===== config.mk =====
export PLATFORM = sky130hd
export DESIGN_NAME = avalon_bus_arbiter
export DESIGN_NICKNAME = d
export VERILOG_FILES = /design/src/rtl/avalon_bus_arbiter.sv
export SDC_FILE = /design/constraint.sdc
export NUM_CORES = 1
export LEC_CHECK = 0
export BUFFER_PORTS_ARGS = -buffer_cell sky130_fd_sc_hd__buf_2
export CAP_MARGIN = 20
export CORE_UTILIZATION = 44
export DETAILED_ROUTE_END_ITERATION = 12
export GPL_TIMING_DRIVEN = 0
export PLACE_DENSITY = 0.79
export SETUP_SLACK_MARGIN = 0.2
export SYNTH_ARGS = -nofsm -noshare
export SYNTH_HDL_FRONTEND = slang
export SYNTH_SLANG_ARGS = --single-unit

===== constraint.sdc =====
create_clock -name clk -period 1.7 [get_ports clk]
set_clock_uncertainty 0.05 [all_clocks]
set_input_delay 0.17 -clock clk [delete_from_list [all_inputs] [get_ports clk]]
set_output_delay 0.17 -clock clk [all_outputs]
set_load 0.05 [all_outputs]

===== src/rtl/avalon_bus_arbiter.sv =====
// Shares one Avalon-MM master between instruction-fetch and data ports.
// One transfer at a time: IDLE -> ISSUE (held under waitrequest) -> RESP.
module avalon_bus_arbiter #(
  parameter bit ROUND_ROBIN = 1'b1
) (
  input  logic        clk,
  input  logic        reset,
  input  logic        i_req,
  input  logic [31:0] i_address,
  output logic        i_ack,
  output logic [31:0] i_readdata,
  input  logic        d_req,
  input  logic        d_write,
  input  logic [31:0] d_address,
  input  logic [31:0] d_writedata,
  input  logic [3:0]  d_byteenable,
  output logic        d_ack,
  output logic [31:0] d_readdata,
  output logic [31:0] address,
  output logic        read,
  output logic        write,
  output logic [31:0] writedata,
  output logic [3:0]  byteenable,
  input  logic        waitrequest,
  input  logic [31:0] readdata
);

  typedef enum logic [1:0] {
    IDLE,
    ISSUE,
    RESP
  } state_t;

  state_t state, state_n;

  logic        gnt_d, gnt_d_n;
  logic        last_d, last_d_n;
  logic        pick_d;
  logic [31:0] address_n;
  logic        read_n;
  logic        write_n;
  logic [31:0] writedata_n;
  logic [3:0]  byteenable_n;
  logic        i_ack_n;
  logic        d_ack_n;
  logic [31:0] i_rd_n;
  logic [31:0] d_rd_n;

  // Data wins alone, on fixed priority, or when instruction had the last turn.
  assign pick_d = d_req &&
                  (!i_req || !ROUND_ROBIN || !last_d);

  always_comb begin
    state_n      = state;
    gnt_d_n      = gnt_d;
    last_d_n     = last_d;
    address_n    = address;
    read_n       = read;
    write_n      = write;
    writedata_n  = writedata;
    byteenable_n = byteenable;
    i_ack_n      = 1'b0;
    d_ack_n      = 1'b0;
    i_rd_n       = i_readdata;
    d_rd_n       = d_readdata;
    unique case (state)
      IDLE: begin
        if (i_req || d_req) begin
          state_n  = ISSUE;
          gnt_d_n  = pick_d;
          last_d_n = pick_d;
          if (pick_d) begin
            address_n    = d_address;
            read_n       = !d_write;
            write_n      = d_write;
            byteenable_n = d_write ? d_byteenable : 4'hF;
            writedata_n  = d_write ? d_writedata : 32'h0;
          end else begin
            address_n    = i_address;
            read_n       = 1'b1;
            write_n      = 1'b0;
            byteenable_n = 4'hF;
            writedata_n  = 32'h0;
          end
        end
      end
      ISSUE: begin
        if (!waitrequest) begin
          if (read) begin
            if (gnt_d) d_rd_n = readdata;
            else       i_rd_n = readdata;
          end
          address_n    = 32'h0;
          read_n       = 1'b0;
          write_n      = 1'b0;
          writedata_n  = 32'h0;
          byteenable_n = 4'h0;
          i_ack_n      = !gnt_d;
          d_ack_n      = gnt_d;
          state_n      = RESP;
        end
      end
      RESP: state_n = IDLE;
      default: state_n = IDLE;
    endcase
  end

  always_ff @(posedge clk) begin
    if (reset) begin
      state      <= IDLE;
      gnt_d      <= 1'b0;
      last_d     <= 1'b0;
      address    <= 32'h0;
      read       <= 1'b0;
      write      <= 1'b0;
      writedata  <= 32'h0;
      byteenable <= 4'h0;
      i_ack      <= 1'b0;
      d_ack      <= 1'b0;
      i_readdata <= 32'h0;
      d_readdata <= 32'h0;
    end else begin
      state      <= state_n;
      gnt_d      <= gnt_d_n;
      last_d     <= last_d_n;
      address    <= address_n;
      read       <= read_n;
      write      <= write_n;
      writedata  <= writedata_n;
      byteenable <= byteenable_n;
      i_ack      <= i_ack_n;
      d_ack      <= d_ack_n;
      i_readdata <= i_rd_n;
      d_readdata <= d_rd_n;
    end
  end

endmodule


==> results summary <==
The run finished with clean final reports. The maximum buffer depth of the clock tree came out at 2. The number of fill cells in the layout is 753. The post-layout net count came out at 1,080. The number of max-capacitance violations reported is 0. The data arrival time of the critical path came out at 1.66 ns.

Measured against its own limit, the worst slew margin works out to 64.11%. The average via count per standard cell came out at 5.119. The number of placement rows came out at 38. The global-route wire length before repair is 25,990 um. The worst hold-check path type is primary input to flop.

The number of input and output port buffers inserted is 272. The number of global-route vias before repair is 5,516. The remaining global-route overflow came out at 0. Once the floorplan was initialized, standard cells occupied 45.76% of the core. The average instance area after synthesis came out at 9.256 um2. The largest individual stage delay along the critical path comes from the cell sky130_fd_sc_hd__dfxtp_4. In the final routed layout, each cell accounts on average for 16.09 um.

The die height is 108.9 um. Yosys attributes the largest share of cell area to sky130_fd_sc_hd__dfxtp_1 55%, sky130_fd_sc_hd__nand2_1 9.7%, sky130_fd_sc_hd__a21oi_1 6.7%, sky130_fd_sc_hd__mux2i_1 6.4%, sky130_fd_sc_hd__o2bb2ai_1 5.6%. The hold violation count in the final report came out at 0. The cell count after placement came out at 955. Broken down by cell family, the worst path's largest delay share belongs to simple AND/OR/NAND/NOR gates. The routed design could run at a clock period as short as 1.454 ns. The worst vdd rail ir drop is 0.0006167 V. The ratio of cells with drive above 1 in the final layout came out at 37.70%.

After clock tree synthesis, the clock-pin slew on the worst setup and hold paths is 0.06 ns. For this block, the initial DRC count from the detailed router was 438. The maximum number of pins on one net before global-route repair is 17. The aggregate negative setup slack came out at 0 ns. The initial antenna violation count came to 1.

Summed over all cells, the static leakage comes to 3.891 nW. Of the post-synthesis cell area, the dominant cell type holds 55.36%. Setup violations remaining at the end of the flow were counted as 0. Of all cell types, the one taking the most synthesized area is sky130_fd_sc_hd__dfxtp_1. The data required time of the worst path is 1.91 ns.

The number of DRC violations after detailed routing came out at 0. The floorplan step set the die width to 108.9 um. At the end of routability-driven placement, the weighted congestion stood at 0.7790. The layout overhead on the synthesized area came out at 69.53%. The maximum fanout along the worst path is 10. The full die area is 0.01185 mm2. The fraction of synthesis flops using an asynchronous set or reset pin came out at 0%. The footprint of the multi-input gates is 0.002102 mm2. The register area came out at 0.002791 mm2.

Clock tree synthesis inserted a total of 17 buffers. Yosys instantiated no cell more often than sky130_fd_sc_hd__dfxtp_1. At the pin with the least slew margin, the transition time is 0.5384 ns.

The later-pin clock latency in the skew report came out at 0.40 ns. The max-slew violation count is 0. Of the available clock period, the critical path in the final layout requires 85.54%. The global-route total usage across every layer is 28.08%. The critical path class is flop to flop. After synthesis the netlist holds a flip-flop and latch count of 139. Counting every sink on the clock net gives 139. The largest stage delay on the critical path came out at 0.37 ns. STA classifies the critical path startpoint as a flop. The aggregate routed wire length is 17,650 um. The achievable frequency is 687.7 MHz. The post-synthesis cell area came out at 0.005026 mm2.

The distinct cell type count of the synthesized netlist is 27. In this run the remaining antenna-violating nets after routing total 0. CTS placed an instance of sky130_fd_sc_hd__clkbuf_16 at the clock tree root. The count of warnings emitted by yosys came out at 0. The floorplan step defined a core boundary enclosing 0.01098 mm2. The sequential-to-total area share from yosys stat is 55.36%. The CTS tree is built. The final HPWL from detailed placement is 10,870 um. The number of I/O pins came out at 274.

Setup repair after global routing could not meet its margin everywhere. STA classifies the critical path endpoint as a flop. For this run, the leading register cell type out of synthesis is sky130_fd_sc_hd__dfxtp_1. The number of enable-type register cells in the synthesized netlist is 0. The synthesized net count came out at 681. The maximum level of the CTS H-tree came out at 4. The number of standard cells in the final layout excluding fillers is 1,097. The count of buffering cells on the critical path with inverters included is 2. The critical path goes through and2b_2, and4_1, clkbuf_4, buf_8, nand2_1, a21oi_1. Summing over every cut layer, the via total after detailed routing is 5,615. Power spread over the standard cell area amounts to 1039 mW/mm2. After synthesis, the most frequently instantiated cells are 139 x sky130_fd_sc_hd__dfxtp_1, 130 x sky130_fd_sc_hd__nand2_1, 67 x sky130_fd_sc_hd__a21oi_1.

Before antenna repair, the detailed router went through 5 iterations. The cell count after synthesis came out at 543.
-- cell families (layout without fill, tap and decap cells) --
family | after synthesis | after routing | synth area share, %
and+or+nand+nor | 179 | 179 | 14.24
muxes | 32 | 32 | 6.373
AOI/OAI and AO/OA | 145 | 145 | 19.07
buffers and inverters | 48 | 460 | 4.954
DFF | 139 | 139 | 55.36
other | 0 | 2 | 0
-- final timing paths --
kind                                                  start                          end  slack (ns)  cells past startpoint
worst max register to register        state[0]$_SDFFE_PP0P_  i_readdata[30]$_SDFFE_PP0P_        0.25                      6
worst min-delay path                          d_address[27]     address[27]$_SDFFE_PP0P_       0.007                      3
worst max-delay path                  state[0]$_SDFFE_PP0P_  i_readdata[30]$_SDFFE_PP0P_        0.25                      6
worst min register to register  i_readdata[31]$_SDFFE_PP0P_  i_readdata[31]$_SDFFE_PP0P_        0.40                      2
-- sequential cells by signal (all words and copies together), names as in the netlist --
signal	cells
writedata	32
d_readdata	32
address	32
d_ack	1
write	1
state	2
i_ack	1
last_d	1
byteenable	4
i_readdata	32
read	1
-- layer usage --
metal	routed length [um]	share of wire [%]	vias up	track usage, %
met1	6728	38	2599	30.96
met2	9208	52	257	49.42
met5	0	0	-	0
li1	-	-	2695	-
met3	1069	6.1	64	6.695
met4	648	3.7	0	15.44
-- report_power, final --
part	internal [W]	switching (W)	leakage, nW
logic	0.000581	0.000908	2.46
registers	0.00339	0.0000798	1.13
clock network	0.00240	0.00150	0.297
total	0.00636	0.00249	3.89
-- tightest hold or removal path, stage by stage --
cell and delay, ns:
sky130_fd_sc_hd__buf_2 0.08, sky130_fd_sc_hd__mux2i_1 0.06, sky130_fd_sc_hd__o2bb2ai_1 0.12
-- stage by stage --
step / utilization [%] / worst slack (ns) / hold slack, ns / power [W] / instance area (um2)
global placement: 59.75 / 0.1356 / 0.3337 / 0.004689 / 6563
CTS: 75.30 / 0.1977 / 0.001124 / 0.008773 / 8270
finish: 77.58 / 0.2458 / 0.006892 / 0.008852 / 8521
floorplan: - / 0.2132 / 0.2361 / 0.004302 / 5026
detailed placement: 59.75 / 0.1206 / 0.3384 / 0.004704 / 6563
global route: 77.56 / 0.1631 / 0.02706 / 0.009128 / 8518
-- timing repair --
item,CTS,global route
endpoints found under the setup margin,122,125
resized for setup,17,79
buffers inserted,0,3
hold buffers,105,0
hold endpoints to repair,121,0
pin swaps,1,5
-- area by class of cell --
type	instances	share of cell area [%]
multi-input cells	356	24.67
plain buffers	45	4.420
clock buffers	19	5.198
diodes	2	0.05874
inverters	3	0.1322
flip-flops and latches	139	32.76
well taps	140	2.056
repair buffers	380	28.58
clock inverters	13	2.129
-- placed cells by master, fill, tap and decap left out, types with 4 or more instances in the layout --
cell                            netlist  layout
sky130_fd_sc_hd__a22oi_2              0       8
sky130_fd_sc_hd__buf_6                5      10
sky130_fd_sc_hd__clkbuf_16            0      17
sky130_fd_sc_hd__o21ai_0              5       4
sky130_fd_sc_hd__buf_4                3       9
sky130_fd_sc_hd__o2bb2ai_1           32      32
sky130_fd_sc_hd__a32oi_1              4       4
sky130_fd_sc_hd__dfxtp_1            139     136
sky130_fd_sc_hd__a22oi_1             32      24
sky130_fd_sc_hd__buf_8                0       5
sky130_fd_sc_hd__dlygate4sd3_1        0     105
sky130_fd_sc_hd__mux2i_1             32      29
sky130_fd_sc_hd__clkbuf_1            21      12
sky130_fd_sc_hd__a21oi_1             67      65
sky130_fd_sc_hd__buf_2               16     276
sky130_fd_sc_hd__nor2_1              34      33
sky130_fd_sc_hd__clkbuf_2             0       4
sky130_fd_sc_hd__nand2_1            130     130
Note: power is estimated with default switching activity, not from simulation.
